[src/rtl/spike_event_queue.sv]
// spike_event_queue: per-neuron rising-edge detector feeding a timestamped
// first-word-fall-through event FIFO with a valid/ready drain and a
// saturating drop counter for events lost to a full queue.
module spike_event_queue #(
   parameter  int ID_W  = 2,
   parameter  int TS_W  = 8,
   parameter  int DEPTH = 8,
   localparam int EV_W  = ID_W + TS_W,
   localparam int LVL_W = $clog2(DEPTH) + 1
) (
   input  logic             clk,
   input  logic             rst_n,
   input  logic             in_valid,
   input  logic             spike_in,
   input  logic [ID_W-1:0]  spike_id,
   output logic             out_valid,
   input  logic             out_ready,
   output logic [EV_W-1:0]  out_data,
   output logic [LVL_W-1:0] level,
   output logic [7:0]       drop_cnt
);

   localparam int PTR_W = $clog2(DEPTH);
   localparam int N_ID  = 1 << ID_W;

   logic [TS_W-1:0]  r_ts;
   logic [N_ID-1:0]  r_prev;
   logic [EV_W-1:0]  r_mem [DEPTH];
   logic [PTR_W-1:0] r_rd_ptr;
   logic [PTR_W-1:0] r_wr_ptr;
   logic [LVL_W-1:0] r_level;
   logic [7:0]       r_drop;

   logic w_ev;
   logic w_full;
   logic w_empty;
   logic w_pop;
   logic w_push;
   logic w_drop;

   // A new event is a low-to-high transition of this neuron's sampled level.
   assign w_ev    = in_valid & spike_in & ~r_prev[spike_id];
   // Full/empty come from the occupancy count so wrapped pointers never alias.
   assign w_full  = (r_level == LVL_W'(DEPTH));
   assign w_empty = (r_level == '0);
   assign w_pop   = ~w_empty & out_ready;
   // A full queue still accepts an event when the head leaves in the same cycle.
   assign w_push  = w_ev & (~w_full | w_pop);
   assign w_drop  = w_ev & w_full & ~w_pop;

   // Timestamp, edge history, pointers, occupancy and drop counter.
   // NOTE: state registers use <= so every block sees pre-edge values regardless of evaluation order.
   always_ff @(posedge clk) begin
      if (!rst_n) begin
         r_ts     <= '0;
         r_prev   <= '0;
         r_rd_ptr <= '0;
         r_wr_ptr <= '0;
         r_level  <= '0;
         r_drop   <= '0;
      end else begin
         r_ts <= r_ts + TS_W'(1);
         if (in_valid) begin
            r_prev[spike_id] <= spike_in;
         end
         if (w_push) begin
            r_wr_ptr <= r_wr_ptr + PTR_W'(1);
         end
         if (w_pop) begin
            r_rd_ptr <= r_rd_ptr + PTR_W'(1);
         end
         case ({w_push, w_pop})
            2'b10:   r_level <= r_level + LVL_W'(1);
            2'b01:   r_level <= r_level - LVL_W'(1);
            default: r_level <= r_level;
         endcase
         if (w_drop && (r_drop != 8'hFF)) begin
            r_drop <= r_drop + 8'd1;
         end
      end
   end

   // Event storage: writes the {id, ts} word at the tail on an accepted push.
   // NOTE: the array has no reset; entries are only read after being written, and level gates validity.
   always_ff @(posedge clk) begin
      if (rst_n && w_push) begin
         r_mem[r_wr_ptr] <= {spike_id, r_ts};
      end
   end

   assign out_valid = ~w_empty;
   assign out_data  = r_mem[r_rd_ptr];
   assign level     = r_level;
   assign drop_cnt  = r_drop;

endmodule

[config.mk]
export PLATFORM = sky130hd
export DESIGN_NAME = spike_event_queue
export DESIGN_NICKNAME = d
export VERILOG_FILES = /design/src/rtl/spike_event_queue.sv
export SDC_FILE = /design/constraint.sdc
export NUM_CORES = 1
export LEC_CHECK = 0
export BUFFER_PORTS_ARGS = -buffer_cell sky130_fd_sc_hd__buf_2
export CORE_UTILIZATION = 58
export DETAILED_ROUTE_END_ITERATION = 8
export GPL_TIMING_DRIVEN = 0
export PLACE_DENSITY = 0.77
export SETUP_SLACK_MARGIN = 0.05
export SLEW_MARGIN = 10
export SYNTH_ARGS = -nofsm -noshare
export SYNTH_HDL_FRONTEND = slang
export SYNTH_SLANG_ARGS = --single-unit
[constraint.sdc]
create_clock -name clk -period 8.15 [get_ports clk]
set_input_delay 1.63 -clock clk [delete_from_list [all_inputs] [get_ports clk]]
set_output_delay 1.63 -clock clk [all_outputs]
set_load 0.1 [all_outputs]
-- Word level (Yosys, flattened, before mapping)
Memory sizes are Yosys's and may differ from the RTL's. A register that Yosys moved wholly into a read port is not among the register bits.
Cells that the tools add are included.
- bits in registers: 30
- RAM bits: 80
- input port bits: 7
- logic and storage cells: 45
- memories: 1
- memory list (name ; words ; bits a word ; read ports ; clocked after memory_dff ; wr ports ; line ; source):
    r_mem ; 8 ; 10 ; 1 ; 1 ; 1 ; 28 ; logic [EV_W-1:0] r_mem [DEPTH];
- add/sub/neg operators: 6
- $lt $le $gt $ge: 2
- eq/ne operators: 4
- mux-type cells: 10
- bitwise operators: 11
- reduce and logical (&&, ||, !) cells: 5
- operator list (operator ; count):
    $add 8x1->8 const B ; 2
    $ne 8x8->1 const B ; 1
    $pmux 4 s2 ; 1
    $add 3x1->3 const B ; 2
    $and 1x1->1 ; 6
    $mux 3 ; 2
    $add 4x1->4 const B ; 1
    $bwmux 4 ; 1
    $eq 4x4->1 const B ; 1
    $logic_not 4->1 ; 1
    $mux 1 ; 4
    $not 1->1 ; 4
    $sub 4x1->4 const B ; 1
    $logic_and 1x1->1 ; 3
    $lt 2x3->1 const B ; 1
    $bmux 1 s2 ; 1
    $demux 1 s2 ; 1
    $eq 2x1->1 const B ; 1
    $eq 2x2->1 const B ; 1
    $ge 2x1->1 const B ; 1
    $reduce_bool 2->1 ; 1
    $or 1x1->1 ; 1

-- Longest topological paths before layout
- depth after elaboration: 8
- gate-level depth with buffers: 11
- depth with buffers taken out: 9

-- Worst setup path after synthesis
No wires, ideal clock.
- path type: input-to-reg
- start point: input spike_id[1]
- end point: memory r_mem[1][0] (netlist bit), enable pin
- library setup time: 404 ps
- arrival time: 3670 ps
- slack: 4077 ps
- stages on the path: 6
- cell sequence: clkbuf_1 -> mux2i_1 -> a22o_1 -> buf_2 -> nand2_1 -> nor4_1
- cells in the longest elaborated chain, start to end: 8
- ends and longest elaborated chain (what ; line ; source):
    from (decl) ; 15 ; input logic [ID_W-1:0] spike_id,
    $bmux 1 s2 ; 42 ; assign w_ev = in_valid & spike_in & ~r_prev[spike_id];
    $mux 1 (not written as such) ; 42 ;
    $not 1->1 ; 42 ;
    $and 1x1->1 ; 42 ;
    $and 1x1->1 ; 48 ; assign w_push = w_ev & (~w_full | w_pop);
    $logic_and 1x1->1 ; 86 ; if (rst_n && w_push) begin
    $mux 1 ; 86 ;
    $mux 1 (not written as such) ; 87 ; r_mem[r_wr_ptr] <= {spike_id, r_ts};
    to (decl) ; 28 ;
Every way passes these cells. The select of a mux whose other input is x is not followed.

==> flow_summary.yaml <==
synth:
  yosys_warnings: 0
  ys_ff_latch: 113
  yosysMostFrequentCell: "edfxtp_1"
  synth_top_area_share_pct: 51.9
  synth_edf_count: 80
  ys_types: 44
  netlist_area_um2: 4630
  synthCells: 303
  yosysTopAreaCell: "edfxtp_1"
  syn_nets: 315
  ys_seq_area_share_pct: 66.1
  synth_commonest_cells: "edfxtp_1 (80), dfxtp_1 (33), nor2_1 (22), mux4_2 (20), nand2_1 (15)"
  synth_flop_cell: "edfxtp_1"
  ys_top_cells_by_area: "edfxtp_1 (52%), dfxtp_1 (14%), mux4_2 (9.7%)"
  avgSynthCellArea_um2: 15.3
  async_flop_share_pct: 0
cts:
  clk_path_buf_depth: 2
  cts_setup_buffers: 0
  postCtsHoldBufs: 0
  cts_tree: "done"
  clk_latency_ns: 0.51
  cts.sinks: 113
  cts_resized: 0
  clk_pin_slew_ns: 0.05
  cts_max_level: 4
  cts_root_buf: "clkbuf_8"
  cts-buffers-inserted: 17
setup_path:
  critPathLaunchType: "flip-flop"
  worst-path-buf-inv: 2
  cp-endpoint: "out_data[2]"
  rrSetupSlack_ns: 5.55
  arrival_ns: 2.42
  cp-end-kind: "output pin"
  crit_slowest_cell: "clkbuf_1"
  cp_top_family: "buffers and inverters"
  crit_path_cell_trace: "clkbuf_1 > mux4_2 > mux2_2 > buf_2"
  max_stage_delay_ns: 0.58
  required_ns: 6.52
  ff2ff_path_depth: 5
  regToRegStartpoint: "r_prev[2]$_SDFFE_PN0P_"
  cp_max_fo: 10
  crit_type: "flip-flop to output pin"
  path_depth: 4
  worstReg2RegEnd: "r_mem[7][4]$_DFFE_PP_"
timing:
  clock.fmax_ghz: 0.247
  rsz0062_at_grt: "no"
  finalSetupViolations: 0
  min_period_over_period_pct: 49.7
  relSlewSlack_pct: 22.0
  hold_violations: 0
  layout_min_cycle_time_ns: 4.05
  hold_ws_ns: 0.493
  setup_tns_ns: 0
  tightest_slew_ns: 1.17
  fin_worst_skew_ns: 0.00760
  report.final.slew_viol_count: 0
die:
  initial_core_util_pct: 59.9
  rows: 32
  die_h_um: 91.4
  die_area_um2: 8340
  core_um2: 7730
  ios: 30
  die_w_um: 91.4
global_routing:
  grt_max_degree: 17
  grt_pass1_vias: 2944
  gr-total-overflow: 0
  grt_pass1_wl_mm: 15.6
  grtUsageTotal_pct: 26.2
  antenna_found_initial: 0
placed_design:
  io_buffers: 29
  dpl.hpwl_mm: 6.06
  dp_cells: 440
  gp_congestion: 0.748
route:
  drt-vias-per-instance: 5.97
  drc: 0
  route.met2.wl_mm: 5.06
  drtIter0Drc: 201
  dr.max_layer_used: "met4"
  antenna_left: 0
  num_vias: 2818
  met3_length_um: 585
  wl_met1_mm: 3.76
  wirelength_mm: 9.68
  drt_first_pass_iters: 5
  wl_per_cell_um: 20.5
worst_hold_path:
  min_path_type: "flip-flop to flip-flop"
  hold_depth: 2
  worstHoldStart: "drop_cnt[5]$_SDFFE_PN0P_"
power_and_ir_drop:
  p_leak_nw: 1.98
  powerDensity_nw_per_um2: 320
  ir_worst_vdd_v: 0.000266
  fin_total_pwr_mw: 1.78
cells_and_area:
  diodes: 0
  drive_above_1_share_pct: 28.6
  area_growth_pct: 19.9
  finalNetCount: 369
  finalNonFillerCells: 472
flow_run:
  maxCapViolCount: 0
status:
  status: "finished clean"
## logic make-up after synthesis
family | count (synthesis) | synth area share [%]
AO/OA/AOI/OAI | 27 | 3.89
multiplexers | 44 | 15.2
AND/OR/NAND/NOR | 88 | 9.89
buffers and inverters | 17 | 1.81
XOR/XNOR | 9 | 1.70
flip-flops | 113 | 66.1
adder cells (fa/ha/maj) | 5 | 1.35
## layer usage
layer / up-vias / track usage, %
li1: 1297 / -
met1: 1390 / 31.0
met2: 106 / 44.4
met3: 25 / 8.04
met4: 0 / 11.5
met5: - / 0
## registers in the layout, summed over array words and instances (netlist names), named ones only
| name | count |
|---|---|
| drop_cnt | 8 |
| level | 4 |
| r_mem | 80 |
| r_prev | 4 |
| r_rd_ptr | 3 |
| r_ts | 8 |
| r_wr_ptr | 3 |
## worst min-delay path by stage
stage / slack [ns] / endpoint
after floorplan: 0.46 / r_prev[0]$_SDFFE_PN0P_
after global placement: 0.47 / drop_cnt[5]$_SDFFE_PN0P_
after detailed placement: 0.48 / drop_cnt[5]$_SDFFE_PN0P_
after CTS: 0.49 / drop_cnt[5]$_SDFFE_PN0P_
after global routing: 0.51 / drop_cnt[5]$_SDFFE_PN0P_
final: 0.49 / drop_cnt[5]$_SDFFE_PN0P_
## layout by cell type, fill, tap and decap left out, types with 2 or more instances in the layout
cell / Yosys / routed
clkbuf_1: 6 / 8
mux2_2: 11 / 11
nor3_2: 0 / 4
or4_1: 3 / 3
and3_1: 4 / 4
buf_4: 0 / 4
a211oi_1: 2 / 2
nor2b_1: 3 / 3
edfxtp_1: 80 / 80
bufinv_16: 0 / 3
xor2_1: 6 / 6
nand2_1: 15 / 15
nor4_1: 4 / 2
clkinv_4: 0 / 2
clkinv_1: 0 / 5
or3_1: 3 / 3
a21oi_1: 8 / 8
nand3_1: 13 / 13
buf_2: 4 / 33
clkbuf_16: 0 / 16
o21ai_0: 5 / 5
inv_1: 4 / 4
dfxtp_1: 33 / 33
nor4_2: 0 / 2
o31ai_1: 3 / 3
nor3_1: 6 / 2
mux2i_1: 13 / 13
o41ai_1: 2 / 2
xnor2_1: 3 / 3
mux4_2: 20 / 20
nand2b_1: 6 / 6
clkinv_2: 0 / 2
nor2_1: 22 / 22
ha_1: 5 / 5
buf_6: 2 / 4
## power by group
group / switching, mW / leakage (nW) / internal (mW)
Sequential: 0.0177 / 1.00 / 0.630
Combinational: 0.301 / 0.708 / 0.128
Clock: 0.244 / 0.273 / 0.459
## tightest hold or removal path, stage by stage (launching register included)
cell and delay, ns:
dfxtp_1 0.33, nand2_1 0.06, mux2i_1 0.05
## through the flow
stage | utilization, % | worst slack, ns | cell area, um2
2_1_floorplan | - | 4.08 | 4630
3_3_place_gp | 63.5 | 2.88 | 4900
3_5_place_dp | 64.6 | 3.68 | 4990
4_1_cts | 71.9 | 4.06 | 5550
5_1_grt | 71.9 | 4.03 | 5550
6_report | 71.9 | 4.10 | 5550
## area by class of cell
type	instances	area, um2
inverters	4	15.0
well taps	102	128
plain buffers	13	68.8
flip-flops and latches	113	3060
fillers	493	2170
clock inverters	13	144
repair buffers	35	198
multi-input cells	173	1520
clock buffers	19	422
(Power assumes the default switching activity.)
